### src/rtl/noc_pkg.sv
// noc_pkg: shared router constants and types.
//   PORT_N        highest port index (five ports: local, N, E, S, W)
//   VC_N          virtual channels per link
//   VCW           VC index width (at least 1)
//   BUF_DEPTH     downstream buffer slots per VC (initial credit value)
//   cred_t        credit counter type, wide enough to hold BUF_DEPTH
//   alloc_state_e output allocator lock state
package noc_pkg;
    localparam int PORT_N    = 4;
    localparam int VC_N      = 2;
    localparam int VCW       = (VC_N > 1) ? $clog2(VC_N) : 1;
    localparam int BUF_DEPTH = 4;
    localparam int CREDW     = $clog2(BUF_DEPTH + 1);

    typedef logic [CREDW-1:0] cred_t;

    typedef enum logic [0:0] {
        ALLOC_IDLE   = 1'b0,
        ALLOC_LOCKED = 1'b1
    } alloc_state_e;
endpackage

### src/rtl/rr_arb.sv
// rr_arb: combinational rotating-priority arbiter.
// Scans the eligible vector starting at i_ptr, wrapping from N-1 to 0,
// and returns the first eligible requester as a one-hot vector.
//   i_elig  [N-1:0]   eligible requesters
//   i_ptr   [PW-1:0]  index holding highest priority this cycle
//   o_win   [N-1:0]   one-hot winner, all-zero when nothing is eligible
module rr_arb #(
    parameter int N  = 5,
    parameter int PW = $clog2(N)
) (
    input  logic [N-1:0]  i_elig,
    input  logic [PW-1:0] i_ptr,
    output logic [N-1:0]  o_win
);
    always_comb begin
        logic [PW-1:0] idx;
        logic          found;
        o_win = '0;
        found = 1'b0;
        idx   = '0;
        for (int k = 0; k < N; k++) begin
            idx = PW'((int'(i_ptr) + k) % N);
            if (!found && i_elig[idx]) begin
                o_win[idx] = 1'b1;
                found      = 1'b1;
            end
        end
    end
endmodule

### src/rtl/output_alloc.sv
// output_alloc: per-output-port switch allocator.
// Arbitrates round-robin among the five input ports requesting this output,
// holds a wormhole packet on one input from head to tail, and (optionally)
// tracks downstream per-VC credits.
// Build option: define NOC_CREDIT_EN to build the credit counters; without
// it every requester is eligible and credit inputs are ignored.
//   clk, rst_n    clock, asynchronous active-low reset
//   req           input i has a flit for this output
//   req_vch       VC of each requesting flit
//   req_tail      requesting flit is a tail
//   credit_valid  downstream freed one slot on credit_vch
//   sel           one-hot crossbar select (combinational)
//   grant         pop strobe to input buffers, equal to sel
//   locked        a packet currently owns the output
module output_alloc #(
    parameter int  PORT_N    = noc_pkg::PORT_N,
    parameter int  VC_N      = noc_pkg::VC_N,
    parameter int  BUF_DEPTH = noc_pkg::BUF_DEPTH,
    localparam int VCW       = (VC_N > 1) ? $clog2(VC_N) : 1
) (
    input  logic                      clk,
    input  logic                      rst_n,
    input  logic [PORT_N:0]           req,
    input  logic [PORT_N:0][VCW-1:0]  req_vch,
    input  logic [PORT_N:0]           req_tail,
    input  logic                      credit_valid,
    input  logic [VCW-1:0]            credit_vch,
    output logic [PORT_N:0]           sel,
    output logic [PORT_N:0]           grant,
    output logic                      locked
);
    import noc_pkg::*;

    localparam int NP    = PORT_N + 1;
    localparam int PW    = $clog2(NP);
    localparam int CREDW = $clog2(BUF_DEPTH + 1);

    alloc_state_e  r_state;
    logic [PW-1:0] r_owner;
    logic [PW-1:0] r_rr_ptr;

    logic [NP-1:0] w_elig;
    logic [NP-1:0] w_arb_win;
    logic [NP-1:0] w_sel;
    logic [PW-1:0] w_win_idx;
    logic          w_any;
    logic          w_win_tail;
    logic          w_owner_elig;

`ifdef NOC_CREDIT_EN
    logic [VCW-1:0]   r_owner_vch;
    logic [CREDW-1:0] r_cred [VC_N];
    logic [VCW-1:0]   w_gnt_vch;
    logic [VC_N-1:0]  w_dec;
    logic [VC_N-1:0]  w_inc;

    always_comb begin
        for (int i = 0; i < NP; i++) begin
            w_elig[i] = req[i] && (r_cred[req_vch[i]] != '0);
        end
    end

    // The owner's VC is fixed for the whole packet, so check its recorded VC.
    assign w_owner_elig = req[r_owner] && (r_cred[r_owner_vch] != '0);
    assign w_gnt_vch    = (r_state == ALLOC_IDLE) ? req_vch[w_win_idx] : r_owner_vch;

    always_comb begin
        for (int v = 0; v < VC_N; v++) begin
            w_dec[v] = w_any && (w_gnt_vch == VCW'(v));
            w_inc[v] = credit_valid && (credit_vch == VCW'(v));
        end
    end

    always_ff @(posedge clk or negedge rst_n) begin
        if (!rst_n) begin
            r_owner_vch <= '0;
        end else if (w_any && (r_state == ALLOC_IDLE)) begin
            r_owner_vch <= req_vch[w_win_idx];
        end
    end

    // A grant and a return on the same VC cancel out; a return into a full
    // counter is a downstream error and is dropped (saturate).
    always_ff @(posedge clk or negedge rst_n) begin
        if (!rst_n) begin
            for (int v = 0; v < VC_N; v++) r_cred[v] <= CREDW'(BUF_DEPTH);
        end else begin
            for (int v = 0; v < VC_N; v++) begin
                if (w_inc[v] && !w_dec[v] && (r_cred[v] != CREDW'(BUF_DEPTH)))
                    r_cred[v] <= r_cred[v] + CREDW'(1);
                else if (w_dec[v] && !w_inc[v])
                    r_cred[v] <= r_cred[v] - CREDW'(1);
            end
        end
    end
`else
    logic w_unused_credit;

    assign w_elig          = req;
    assign w_owner_elig    = req[r_owner];
    assign w_unused_credit = ^{credit_valid, credit_vch, req_vch};
`endif

    rr_arb #(
        .N  (NP),
        .PW (PW)
    ) u_rr_arb (
        .i_elig (w_elig),
        .i_ptr  (r_rr_ptr),
        .o_win  (w_arb_win)
    );

    // Select is forced low while reset is asserted so the crossbar goes idle
    // immediately, not at the next clock.
    always_comb begin
        w_sel = '0;
        if (!rst_n)
            w_sel = '0;
        else if (r_state == ALLOC_IDLE)
            w_sel = w_arb_win;
        else
            w_sel[r_owner] = w_owner_elig;
    end

    always_comb begin
        w_win_idx = '0;
        for (int i = 0; i < NP; i++) begin
            if (w_sel[i]) w_win_idx = PW'(i);
        end
    end

    assign w_any      = |w_sel;
    assign w_win_tail = req_tail[w_win_idx];

    // Pointer only moves on an IDLE grant; during a packet it already
    // points past the owner.
    always_ff @(posedge clk or negedge rst_n) begin
        if (!rst_n) begin
            r_state  <= ALLOC_IDLE;
            r_owner  <= '0;
            r_rr_ptr <= '0;
        end else if (w_any) begin
            if (r_state == ALLOC_IDLE) begin
                r_rr_ptr <= (w_win_idx == PW'(PORT_N)) ? '0 : w_win_idx + PW'(1);
                r_owner  <= w_win_idx;
                if (!w_win_tail) r_state <= ALLOC_LOCKED;
            end else if (w_win_tail) begin
                r_state <= ALLOC_IDLE;
            end
        end
    end

    assign sel    = w_sel;
    assign grant  = w_sel;
    assign locked = (r_state == ALLOC_LOCKED);
endmodule

### config.mk
export PLATFORM = sky130hd
export DESIGN_NAME = output_alloc
export DESIGN_NICKNAME = d
export VERILOG_FILES = /design/src/rtl/noc_pkg.sv /design/src/rtl/rr_arb.sv /design/src/rtl/output_alloc.sv
export SDC_FILE = /design/constraint.sdc
export NUM_CORES = 1
export LEC_CHECK = 0
export CAP_MARGIN = 20
export CORE_ASPECT_RATIO = 0.9
export CORE_MARGIN = 2
export CORE_UTILIZATION = 55
export CTS_CLUSTER_DIAMETER = 80
export DETAILED_ROUTE_END_ITERATION = 10
export PLACE_DENSITY_LB_ADDON = 0.08
export SYNTH_ARGS = -nofsm -noshare
export SYNTH_HDL_FRONTEND = slang
export SYNTH_SLANG_ARGS = --single-unit
### constraint.sdc
create_clock -name clk -period 14.6 [get_ports clk]
set_clock_uncertainty 0.15 [all_clocks]
set_input_delay 2.19 -clock clk [delete_from_list [all_inputs] [get_ports clk]]
set_output_delay 2.19 -clock clk [all_outputs]
set_load 0.02 [all_outputs]
[After elaboration in Yosys (flattened, before gate mapping)]
Index checks and enable logic that the tools add are counted.
Storage, ports and cells
  register bits after elaboration: 7
  word-level logic and storage cells: 92
  output and inout bits: 11
Operators by class
  add/subtract/negate cells: 5
  eq/ne operators: 1
  div/mod/pow operators: 5
  bitwise logic cells: 6
  $lt $le $gt $ge: 13
  multiplexer cells: 43
  reductions and logical operators: 16
Operators with widths (number)
  32-bit by 4-bit remainder unit with 32-bit output (second input constant): 4
  5-bit 2-to-1 mux: 7
  4-bit by 4-bit remainder unit with 32-bit output (second input constant): 1
  3-bit by 4-bit less-than comparator with 1-bit output (second input constant): 7
  1-bit binary-select mux with 3-bit select: 7
  5-bit OR: 4
  1-bit 2-to-1 mux: 19
  1-bit demux with 3-bit select: 6
  3-bit by 1-bit >= comparator with 1-bit output (second input constant): 6
  3-bit 2-to-1 mux: 4
  1-bit logical AND: 10
  3-bit by 2-bit adder with 4-bit output (second input constant): 2
  5-bit bitwise AND: 1
  5-bit OR reduction: 1
  3-bit by 1-bit adder with 4-bit output (second input constant): 1
  3-bit by 3-bit adder with 4-bit output (second input constant): 1
  1-bit logical NOT: 4
  3-bit by 1-bit adder with 3-bit output (second input constant): 1
  3-bit == test (second input constant): 1
  2-bit AND reduction: 1
  1-bit NOT: 1

[Logic depth before layout (Yosys ltp)]
Gate-level depths: netlist of the first run.
  depth in word-level cells: 25
  gate-level depth with buffers: 25
  gate-level depth less buffers: 23

[Cells and area by module]
A second synthesis of the first run with hierarchy kept.
Unflattened totals
  cells, all modules: 334
  area total of the unflattened synthesis: 2453.6 um^2
By module, submodules not included
  rr_arb: area an instance 1781.7 um^2, instances 1, cells each 255, sequential area each 0.0 um^2
  output_alloc: area an instance 671.9 um^2, instances 1, cells each 79, sequential area each 175.2 um^2

[Worst setup path after synthesis of the first run]
No wires, ideal clock.
  path type: reg-to-output
  start: register r_rr_ptr[0]
  end: output port sel[1]
  arrival time: 5.185 ns
  data required time: 12.260 ns
  path buffers: 3
  setup slack: 7.075 ns
  stages on the path, launching flop included: 23
  cells stage by stage: dfrtp_1 -> buf_4 -> clkinv_1 -> clkbuf_1 -> ha_1 -> inv_1 -> ha_1 -> inv_1 -> ha_1 -> or3_1 -> nand2_1 -> xnor2_1 -> inv_1 -> ha_1 -> nand2b_1 -> a21bo_2 -> a211oi_1 -> o21ai_0 -> a21boi_0 -> a21oi_1 -> o31ai_1 -> inv_1 -> buf_4
On the way
  longest elaborated chain between the ends: 18
RTL lines
  from (decl): line output_alloc.sv:40  | logic [PW-1:0] r_rr_ptr;
  from (signal assigned): line output_alloc.sv:144  | r_rr_ptr <= (w_win_idx == PW'(PORT_N)) ? '0 : w_win_idx + PW'(1);
  parallel branches: the longest is 15 deep, another holds 32-bit by 4-bit remainder unit with 32-bit output
  5-bit 2-to-1 mux (*): line rr_arb.sv:23  | if (!found && i_elig[idx]) begin
  5-bit 2-to-1 mux (*): line output_alloc.sv:119  | else if (r_state == ALLOC_IDLE)
  5-bit 2-to-1 mux (*): line output_alloc.sv:117  | if (!rst_n)
  to (decl): line output_alloc.sv:28  | output logic [PORT_N:0] sel,
Mark *: on every way between the ends. The select of a mux whose other input is x is not followed.

[Worst setup path in the final report of the first run]
Same ends and word-level chain as after synthesis.

==> results of run 1 <==
[cell usage after synthesis (8+ instances only)]
cell type / instances / area [um2]
o211ai_1: 9 / 67.6
nand3b_1: 8 / 60.1
inv_1: 23 / 86.3
ha_1: 21 / 263
o21ai_0: 10 / 50.1
nand2b_1: 11 / 68.8
a21oi_1: 17 / 85.1
nand2_1: 21 / 78.8
nor2_1: 10 / 37.5
mux2i_1: 10 / 100
clkbuf_1: 8 / 30.0
nand3_1: 8 / 40.0
[worst max-delay path: stages, from the launching register on]
cell	delay (ns)
dfrtp_1	0.31
buf_4	0.34
clkinv_1	0.67
ha_1	0.57
inv_1	0.12
ha_1	0.28
inv_1	0.21
ha_1	0.20
or3_1	0.17
nand2_1	0.08
xnor2_1	0.39
inv_1	0.12
ha_1	0.25
nand2b_1	0.09
a21bo_2	0.25
a211oi_1	0.34
o21ai_0	0.12
a21boi_0	0.52
a21oi_1	0.14
o31ai_1	0.43
inv_1	0.22
clkdlybuf4s50_1	0.60
[kinds of logic (layout without fill, tap and decap cells)]
group | count (synthesis) | after routing | synth area share, %
AND/OR/NAND/NOR | 86 | 86 | 21.3
buffers and inverters | 45 | 54 | 8.77
multiplexers | 15 | 15 | 7.11
adder cells (fa/ha/maj) | 21 | 21 | 11.7
AO/OA/AOI/OAI | 116 | 116 | 40.4
flip-flops | 7 | 7 | 7.77
XOR/XNOR | 6 | 6 | 3.00
[state kept, by name (all words and copies together) (netlist names)]
register  count
locked        1
r_owner       3
r_rr_ptr      3
[through the flow]
step           util (%)  hold slack (ns)
2_1_floorplan         -            0.384
3_3_place_gp       60.8            0.450
3_5_place_dp       60.8            0.464
4_1_cts            62.0            0.465
5_1_grt            62.0            0.507
6_report           62.0            0.473
[layout by cell type, fill, tap and decap left out, types with 5 or more instances in the layout]
master           count
dfrtp_1              7
o211ai_1             9
a211oi_1             7
o22ai_1              5
clkdlybuf4s50_1     22
inv_1               23
o31ai_1              5
o21ai_0             10
nand2_1             21
nand3b_1             8
nor3_1               6
nor2_1              10
a21o_1               7
ha_1                21
nand2b_1            11
nand3_1              8
a21oi_1             17
mux2i_1             10
[path summary, 6_finish.rpt]
path | from | endpoint | slack [ns] | cells after the start
worst min register to register | r_owner[1] | r_owner[1] | 0.47 | 2
worst max-delay path | r_rr_ptr[0] | sel[1] | 5.60 | 21
max in group asynchronous | rst_n | r_owner[1] | 11.75 | 1
min in group asynchronous | rst_n | r_rr_ptr[0] | 2.18 | 1
worst min-delay path | r_owner[1] | r_owner[1] | 0.47 | 2
worst max register to register | r_rr_ptr[0] | r_owner[0] | 7.73 | 23
[cell type report]
type / count / area [um2]
clock buffer: 4 / 45.0
fill: 395 / 1530
inverter: 27 / 101
multi-input combinational: 244 / 1880
sequential: 7 / 175
tap: 48 / 60.1
timing repair buffer: 23 / 228
[routing by layer]
| metal | wire, um | share of wire (%) | vias to the layer above |
|---|---|---|---|
| met1 | 3020 | 51 | 1074 |
| met4 | 0 | 0 | 0 |
| met5 | 0 | 0 | - |
| met3 | 398 | 6.7 | 0 |
| met2 | 2540 | 43 | 77 |
| li1 | - | - | 1146 |
==> results.cfg, run 1 <==
[clocking]
clk_pin_slew_ns = 0.04
post-cts-setup-buffers = 0
cts_sinks = 7
ctsHoldBuffers = 0
ctsResizeCount = 0
cts_max_path_buffers = 2
cts_buffers = 3
cts_tree = done
h-tree-depth = 1
worstSkewPairLatency_ns = 0.22
cts_root_buf = clkbuf_8

[detailed_routing]
vias_per_cell = 6.51
drtIter0Drc = 224
drc = 0
first_pass_iters = 4
avgRoutedWirePerCell_um = 16.9
vias = 2297
wl_um = 5950
ant_nets = 0

[timing]
min_period_over_period_pct = 61.6
slew_viol_final = 0
setup_slack_ns = 5.60
tightestPinTransition_ns = 0.718
slew-limit-headroom_pct = 52.1
min_period_ns = 9.00
rsz0062_at_grt = no
setup_viol = 0
fmax_ghz = 0.111
hold_viol = 0
setup_tns_ns = 0

[global_routing]
antenna_found_initial = 0
grt_pass1_vias = 2101
grt_util_met3_pct = 4.20
grt_use_met1_pct = 41.4
grt_overflow = 0
grt_pass1_wl_um = 10300
busiest_layer = met1
grt_max_degree = 35
use_met2_pct = 41.1
gr-usage-all-layers_pct = 27.0

[yosys]
synth-warning-count = 0
avgSynthCellArea_um2 = 7.61
syn-num-nets = 336
ys.flop_type = dfrtp_1
async_flop_share_pct = 100
yosysSeqAreaShare_pct = 7.77
synthesis.area_um2 = 2250
synth_edf_count = 0
ys_seq_elements = 7
synth_cells = 296
synth.distinct_cells = 74

[cells_and_area]
fin_nets = 346
fin_cells = 353
diodes = 0
fin_area_um2 = 2490
area_delta_synth_final_pct = 10.5
drive_gt1_share_pct = 10.2

[place]
place_hpwl_um = 4550
gp_congestion = 0.975
numPortBuffers = 22
place_area_um2 = 2440
place_ws_ns = 5.94
dpl.cell_count = 349

[setup_path]
cp-start-kind = flip-flop
end_kind = output port
path_class = flip-flop to output port
cp.arrival_ns = 6.66
critPathRequiredTime_ns = 12.26
crit_path_max_fanout = 34

[die]
dieWidth_um = 71.5
dieArea_um2 = 4630
ios = 30
rows = 22
design.core.area_um2 = 4020
die_h_um = 64.7
start_util_pct = 56.1

[worst_hold_path]
min-delay-path-class = flip-flop to flip-flop

[run]
drv_cap = 0

[status]
status = finished clean
Power of run 1 is not shown: default switching activity piles up to over one toggle a cycle in this logic, so the estimate is an artifact.
==> inputs of run 2 (changes only) <==
==> constraint.sdc (replaced) <==
create_clock -name clk -period 8.4 [get_ports clk]
set_clock_uncertainty 0.15 [all_clocks]
set_input_delay 1.26 -clock clk [delete_from_list [all_inputs] [get_ports clk]]
set_output_delay 1.26 -clock clk [all_outputs]
set_load 0.02 [all_outputs]
==> run 2 against run 1 <==
  * Sequential share of layout area barely moved
  * Die area did not move
  * Non-clock buffer count rose by 1
  * Final cell count rose by 0.28%
  * Wire length rose by 0.20%
  * Highest routed layer is now met4
==> results.cfg, run 2 (synthesis gave the netlist of run 1 again) <==
[setup_path]
cp-start-kind = flip-flop
rr_startpoint = r_rr_ptr[1]
ff2ff_setup_slack_ns = 1.97
path_class = flip-flop to output port
worst_r2r_endpoint = r_owner[0]
r2r_cells = 22
cp.arrival_ns = 6.26
end_kind = output port
crit_path_max_fanout = 14
critPathRequiredTime_ns = 6.99

[cells_and_area]
final_cell_mix = inv_1 (23), clkdlybuf4s50_1 (22), nand2_1 (21), ha_1 (21), a21oi_1 (17)
diodes = 0
drive_gt1_share_pct = 10.5
final_common_cell = inv_1
area_delta_synth_final_pct = 10.8
regArea_um2 = 175
multi_input_area_um2 = 1880
fin_nets = 347
num-fill-cells = 384

[worst_hold_path]
worstHoldEndpoint = r_owner[1]
min-delay-path-class = flip-flop to flip-flop
hp-start = r_owner[1]
holdPathStages = 2

[clocking]
cts_max_path_buffers = 2
cts_root_buf = clkbuf_8
worstSkewPairLatency_ns = 0.23
ctsHoldBuffers = 0
cts_sinks = 7
clk_pin_slew_ns = 0.04
post-cts-setup-buffers = 0
cts_tree = done
h-tree-depth = 1
cts_buffers = 3
ctsResizeCount = 0

[timing]
min_period_over_period_pct = 91.3
hold_viol = 0
rsz0062_at_grt = no
setup_tns_ns = 0
min_period_ns = 7.67
slew-limit-headroom_pct = 52.0
fmax_ghz = 0.130
tightestPinTransition_ns = 0.720
setup_viol = 0
slew_viol_final = 0

[global_routing]
grt_pass1_wl_um = 10100
gr-usage-all-layers_pct = 26.6
grt_max_degree = 34
antenna_found_initial = 0
grt_pass1_vias = 2117
grt_overflow = 0

[detailed_routing]
avgRoutedWirePerCell_um = 16.9
vias_per_cell = 6.51
vias = 2303
wl_um = 5970
first_pass_iters = 7
ant_nets = 0
drc = 0
drtIter0Drc = 145

[place]
numPortBuffers = 22
gp_congestion = 0.983
place_hpwl_um = 4500

[die]
design.core.area_um2 = 4020
start_util_pct = 56.1
rows = 22
dieArea_um2 = 4630
dieWidth_um = 71.5
die_h_um = 64.7
ios = 30

[status]
status = finished clean

[run]
drv_cap = 0
[run 2: cell count changes in the layout (fill, tap and decap cells not counted), sizes merged]
cell	change
buf	+1
[run 2: cell type report]
type | instances | share of cell area [%]
timing repair buffer | 24 | 9.42
clock buffer | 4 | 1.80
tap | 48 | 2.40
multi-input combinational | 244 | 75.3
inverter | 27 | 4.06
sequential | 7 | 7.01
[run 2: how the worst max path moves through the flow]
stage	start	slack, ns	cells after the start	endpoint
after floorplan	r_rr_ptr[0]	1.80	22	sel[1]
after global placement	r_rr_ptr[1]	1.13	20	sel[1]
after detailed placement	r_rr_ptr[1]	1.06	20	sel[1]
after CTS	r_rr_ptr[1]	0.79	20	sel[1]
after global routing	r_rr_ptr[1]	0.12	20	grant[1]
final	r_rr_ptr[1]	0.73	20	sel[1]
[run 2: worst max-delay path, stage by stage, from the launching register on]
cell             delay, ns
dfrtp_1               0.58
inv_1                 0.37
ha_1                  0.36
inv_1                 0.10
ha_1                  0.37
inv_1                 0.15
ha_1                  0.24
or3_1                 0.36
nand2_1               0.10
xnor2_1               0.24
inv_1                 0.12
ha_1                  0.25
nand2b_1              0.09
a21bo_2               0.25
a211oi_1              0.33
o21ai_0               0.13
a21boi_0              0.51
a21oi_1               0.14
o31ai_1               0.48
inv_1                 0.23
clkdlybuf4s50_1       0.60
[run 2: per-stage QoR]
| step | hold WS, ns | setup WS (ns) | utilization, % | instance area (um2) | cells |
|---|---|---|---|---|---|
| 6_report | 0.472 | 0.730 | 62.1 | 2500 | 354 |
| 5_1_grt | 0.515 | 0.115 | 62.1 | 2500 | 354 |
| 4_1_cts | 0.465 | 0.787 | 62.1 | 2500 | 354 |
| 3_5_place_dp | 0.459 | 1.06 | 61.0 | 2450 | 350 |
| 3_3_place_gp | 0.450 | 1.13 | 61.0 | 2450 | 350 |
| 2_1_floorplan | 0.384 | 1.80 | - | 2250 | 296 |
[run 2: per-layer routing]
metal  part of all wire (%)  GRT usage (%)
met1                     51           40.5
met4                   0.12           1.42
met2                     42           40.7
met3                    6.9           4.51
met5                      0              0
Power of run 2 is left out for the same reason.
